==> config.mk <==
export PLATFORM = sky130hd
export DESIGN_NAME = seg_scan
export DESIGN_NICKNAME = d
export VERILOG_FILES = /design/src/rtl/seg_scan.sv
export SDC_FILE = /design/constraint.sdc
export NUM_CORES = 1
export LEC_CHECK = 0
export ABC_AREA = 1
export CELL_PAD_IN_SITES_DETAIL_PLACEMENT = 0
export CELL_PAD_IN_SITES_GLOBAL_PLACEMENT = 1
export CORE_ASPECT_RATIO = 0.9
export CORE_MARGIN = 4
export CORE_UTILIZATION = 42
export CTS_BUF_LIST = sky130_fd_sc_hd__clkbuf_4
export CTS_CLUSTER_SIZE = 12
export DETAILED_ROUTE_END_ITERATION = 6
export PLACE_DENSITY = 0.8
export SYNTH_ARGS = -nofsm -noshare
export SYNTH_HDL_FRONTEND = slang
export SYNTH_SLANG_ARGS = --single-unit
==> constraint.sdc <==
create_clock -name clk -period 2.5 [get_ports clk]
set_input_delay 0.5 -clock clk [delete_from_list [all_inputs] [get_ports clk]]
set_output_delay 0.5 -clock clk [all_outputs]
set_load 0.05 [all_outputs]
==> src/rtl/seg_scan.sv <==
// seg_scan: time-multiplexed 5-digit seven-segment display driver.
//
// Samples the five BCD digits and the decimal-point mask once per display
// frame (so a value that changes mid-frame never tears), then lights one
// digit at a time on shared active-low segment lines. Leading-zero
// blanking is optional and follows lz_en live.
//
// Ports:
//   clk        system clock, rising edge
//   clr        synchronous active-high reset
//   x1..x5     BCD digits, x1 = ten-thousands (MSD), x5 = ones (LSD)
//   lz_en      1 = blank leading zeros
//   dp_mask    per-digit decimal point, bit 0 = ones digit, 1 = lit
//   an         anodes, active-low, an[0] = ones digit
//   seg        segments, active-low, {G,F,E,D,C,B,A}
//   dp         decimal point, active-low
//   frame_tick one-cycle pulse when the digit/dp latch loads
module seg_scan #(
    parameter int SCAN_DIV = 100000
) (
    input  logic       clk,
    input  logic       clr,
    input  logic [3:0] x1,
    input  logic [3:0] x2,
    input  logic [3:0] x3,
    input  logic [3:0] x4,
    input  logic [3:0] x5,
    input  logic       lz_en,
    input  logic [4:0] dp_mask,
    output logic [4:0] an,
    output logic [6:0] seg,
    output logic       dp,
    output logic       frame_tick
);

    localparam int              CW        = $clog2(SCAN_DIV);
    localparam logic [CW-1:0]   SCNT_LAST = CW'(SCAN_DIV - 1);

    logic [CW-1:0] scnt;
    logic [2:0]    idx;
    // idx_d is the slot being driven onto the pins; it trails idx by one
    // cycle so the frame latch is already loaded when digit 0 is shown.
    logic [2:0]    idx_d;
    // vld keeps the pins dark on the latch cycle right after reset.
    logic          vld;
    logic [3:0]    lat_dig [5];   // index 0 = ones digit
    logic [4:0]    lat_dp;

    logic          load;
    logic          scnt_wrap;
    logic [4:0]    upper_zero;    // [k]: digit k and all above it are 0
    logic [3:0]    cur_dig;
    logic          cur_dp;
    logic          blank;
    logic [4:0]    an_nxt;
    logic [6:0]    seg_nxt;
    logic          dp_nxt;

    function automatic logic [6:0] decode(input logic [3:0] d);
        case (d)
            4'd0:    decode = 7'h40;
            4'd1:    decode = 7'h79;
            4'd2:    decode = 7'h24;
            4'd3:    decode = 7'h30;
            4'd4:    decode = 7'h19;
            4'd5:    decode = 7'h12;
            4'd6:    decode = 7'h02;
            4'd7:    decode = 7'h78;
            4'd8:    decode = 7'h00;
            4'd9:    decode = 7'h10;
            default: decode = 7'h3F;  // non-BCD code shows a dash
        endcase
    endfunction

    always_comb begin
        // NOTE: every signal gets a default first so no path leaves it
        // unassigned, which would otherwise infer a latch.
        load      = (idx == 3'd0) && (scnt == '0);
        scnt_wrap = (scnt == SCNT_LAST);

        upper_zero[4] = (lat_dig[4] == 4'd0);
        upper_zero[3] = upper_zero[4] && (lat_dig[3] == 4'd0);
        upper_zero[2] = upper_zero[3] && (lat_dig[2] == 4'd0);
        upper_zero[1] = upper_zero[2] && (lat_dig[1] == 4'd0);
        upper_zero[0] = upper_zero[1] && (lat_dig[0] == 4'd0);

        cur_dig = lat_dig[0];
        cur_dp  = lat_dp[0];
        case (idx_d)
            3'd1:    begin cur_dig = lat_dig[1]; cur_dp = lat_dp[1]; end
            3'd2:    begin cur_dig = lat_dig[2]; cur_dp = lat_dp[2]; end
            3'd3:    begin cur_dig = lat_dig[3]; cur_dp = lat_dp[3]; end
            3'd4:    begin cur_dig = lat_dig[4]; cur_dp = lat_dp[4]; end
            default: begin cur_dig = lat_dig[0]; cur_dp = lat_dp[0]; end
        endcase

        // The ones digit is never blanked; a blanked slot still takes its
        // full dwell time, it just stays dark.
        blank = lz_en && (idx_d != 3'd0) && upper_zero[idx_d];

        an_nxt  = 5'b11111;
        seg_nxt = 7'h7F;
        dp_nxt  = 1'b1;
        if (vld && !blank) begin
            an_nxt  = ~(5'b00001 << idx_d);
            seg_nxt = decode(cur_dig);
            dp_nxt  = ~cur_dp;
        end
    end

    // NOTE: sequential state uses non-blocking assignments so every register
    // samples the pre-edge values regardless of statement order.
    always_ff @(posedge clk) begin
        if (clr) begin
            scnt       <= '0;
            idx        <= 3'd0;
            idx_d      <= 3'd0;
            vld        <= 1'b0;
            // NOTE: the digit latch is a handful of flops, not a RAM, so it
            // is cleared with everything else.
            for (int i = 0; i < 5; i++) lat_dig[i] <= 4'd0;
            lat_dp     <= 5'd0;
            an         <= 5'b11111;
            seg        <= 7'h7F;
            dp         <= 1'b1;
            frame_tick <= 1'b0;
        end else begin
            if (scnt_wrap) begin
                scnt <= '0;
                idx  <= (idx == 3'd4) ? 3'd0 : idx + 3'd1;
            end else begin
                scnt <= scnt + CW'(1);
            end

            if (load) begin
                lat_dig[0] <= x5;
                lat_dig[1] <= x4;
                lat_dig[2] <= x3;
                lat_dig[3] <= x2;
                lat_dig[4] <= x1;
                lat_dp     <= dp_mask;
            end

            frame_tick <= load;
            idx_d      <= idx;
            vld        <= 1'b1;
            an         <= an_nxt;
            seg        <= seg_nxt;
            dp         <= dp_nxt;
        end
    end

endmodule

==> flow_summary.ini <==
[clocking]
clkLatencyLatePin_ns = 0.41
cts_made_buffers = 9
clk_path_buf_depth = 2
path_clk_slew_ns = 0.11
h-tree-depth = 3
cts_tree = done
ctsResizeCount = 0
cts-root-buf = clkbuf_4
cts_setup_buffers = 0
ctsHoldBuffers = 0
cts.sinks = 63

[die]
rows = 29
dieArea_mm2 = 0.00873
ioPinCount = 42
die_w_um = 98.0
die_h_um = 89.0
initial_core_util_pct = 43.3
core-area_mm2 = 0.00708

[outcome]
outcome = complete, no violations

[worst_setup_path]
startpoint_type = register
r2r-start = idx_d[1]
critPathRequiredTime_ns = 2.79
r2r_slack_ns = 0.45
arrival_ns = 2.35
crit_fanout = 8
path_class = register to register
reg2regPathDepth = 9
crit_path_end_kind = register
r2r_end = seg[3]

[global_route]
antenna_found_initial = 0
grt_start_max_net_pins = 25
overflow = 0
grt_pass1_wl_um = 11100
grt_pass1_vias = 2327
grt_usage_pct = 16.0

[timing]
fin_tns_setup_ns = 0
setup_viol = 0
slew_headroom_pct = 65.7
fmax_mhz = 487
finalHoldViolations = 0
period_share_pct = 82.2
finalCriticalPeriod_ns = 2.05
maxSlewViolCount = 0
finClkSkew_ns = 0.0118
tightest_slew_ns = 0.513
rsz0062_at_grt = false

[synth]
ys_ff_latch = 63
synth_area_leaders = dfxtp_1 28%, edfxtp_1 20%, inv_1 8.5%
synth_top_area_share_pct = 28.1
avgSynthCellArea_um2 = 7.94
synth-seq-area-share_pct = 47.7
synth_cell_types = 37
syn_area_mm2 = 0.00306
synthesis.nets = 423
synthCells = 386
yosys_warnings = 0
yosys.area.top_type = dfxtp_1

[power]
clkPwrFrac_pct = 37.5
pwr-share-comb_pct = 14.0
seqPwrFrac_pct = 48.5
power.leakage_nw = 1.63
switchingPower_mw = 0.620
swShare_pct = 25.9
p_int_mw = 1.77
power.density_mw_per_mm2 = 637
vdd_drop_max_mv = 0.371

[finish]
area_delta_synth_final_pct = 22.6
diodes = 0
final_area_mm2 = 0.00376
post_route_cells_drive_above_1_share_pct = 10.0
fillers = 685
nets = 471
mostFrequentLayoutCell = inv_1
final_cell_mix = 69 x inv_1, 60 x nor2_1, 59 x nand2_1

[drt]
viasPerCell = 4.71
vias = 2507
drt-initial-drc-count = 106
dr_wl_met3_um = 339
top_layer = met4
first_pass_iters = 5
drt-total-wl_um = 6390
drc = 0
route.met2.wl_um = 2630
antenna_left = 0
wl_met1_um = 3330
wl_per_cell_um = 12.0

[placement]
placed_cell_area_mm2 = 0.00357
port_buffers = 41
gp_congestion = 0.838
dp_hpwl_um = 4830

[run]
max-cap-violations = 0

[worst_hold_path]
whs_endpoint = scnt[0]
hp-start = scnt[0]
hold_depth = 1
hold_class = register to register
stage by stage:
stage	std cells	util (%)	total power, mW	worst slack, ns	hold WS, ns
floorplan	386	-	1.40	0.689	0.430
global placement	516	50.4	1.52	0.420	0.448
detailed placement	516	50.4	1.52	0.417	0.460
CTS	532	53.1	2.43	0.421	0.485
global route	532	53.1	2.51	0.251	0.523
finish	532	53.1	2.40	0.446	0.485
critical path, stage by stage (launching register included):
cell and delay [ns]:
dfxtp_1 0.56, inv_1 0.15, nand3_1 0.18, o21ai_1 0.15
nor3_4 0.31, ha_1 0.29, inv_1 0.06, nand3_1 0.08
nand3_1 0.09, nand3_1 0.06
flip-flops by register name, summed over array words and instances, names as in the netlist:
signal and cells:
lat_dig 20, frame_tick 1, idx 3, lat_dp 5, vld 1, seg 7
dp 1, scnt 17, idx_d 3, an 5
kinds of logic (layout without fill, tap and decap cells):
kind of cell	Yosys count	after routing	share of synthesized area, %
DFF	63	63	47.7
and+or+nand+nor	204	204	31.9
xor gates and xnor gates	3	3	0.858
AOI/OAI and AO/OA	29	29	5.64
adders and majority gates	9	9	3.68
buffers and inverters	78	131	10.2
Yosys cell counts, drive strengths merged:
cell    instances
and3            1
buf             6
xnor2           1
inv            71
nand2          68
dfxtp          43
nand3          38
a211oi          1
xor2            2
edfxtp         20
a31oi           1
nor3           12
ha              9
nand4          14
nor2           63
or2             6
nor4            1
o22ai           1
o21ai          14
clkbuf          1
nor3b           1
a21oi          12
layout make-up:
type                       instances  area, um^2  share of cell area, %
tap                               93         116                   3.10
clock inverter                     7         121                   3.23
clock buffer                       9        67.6                   1.80
timing repair buffer              44         433                   11.5
sequential                        63        1460                   38.9
multi-input combinational        245        1290                   34.3
inverter                          71         269                   7.16
worst max-delay path by stage:
| stage | startpoint | to | cells after the start |
|---|---|---|---|
| 2_1_floorplan | idx[0] | lat_dig[0][0] | 6 |
| 3_3_place_gp | clr | an[0] | 5 |
| 3_5_place_dp | clr | an[0] | 5 |
| 4_1_cts | an[0] | an[0] | 1 |
| 5_1_grt | idx_d[1] | seg[3] | 12 |
| 6_report | idx_d[1] | seg[3] | 9 |
routing by layer:
| layer | global-route usage (%) | vias to the layer above |
|---|---|---|
| met5 | 0 | - |
| met4 | 6.67 | 0 |
| met3 | 4.37 | 10 |
| met2 | 23.5 | 61 |
| met1 | 22.2 | 1106 |
| li1 | - | 1330 |
power groups by stage:
stage,Clock [mW],Combinational (mW),Sequential (mW)
after floorplan,0,0.169,1.23
after detailed placement,0,0.337,1.19
after global placement,0,0.336,1.19
final,0.897,0.336,1.16
after global routing,0.964,0.375,1.17
after CTS,0.926,0.340,1.16
Note: power is estimated with default switching activity, not from simulation.
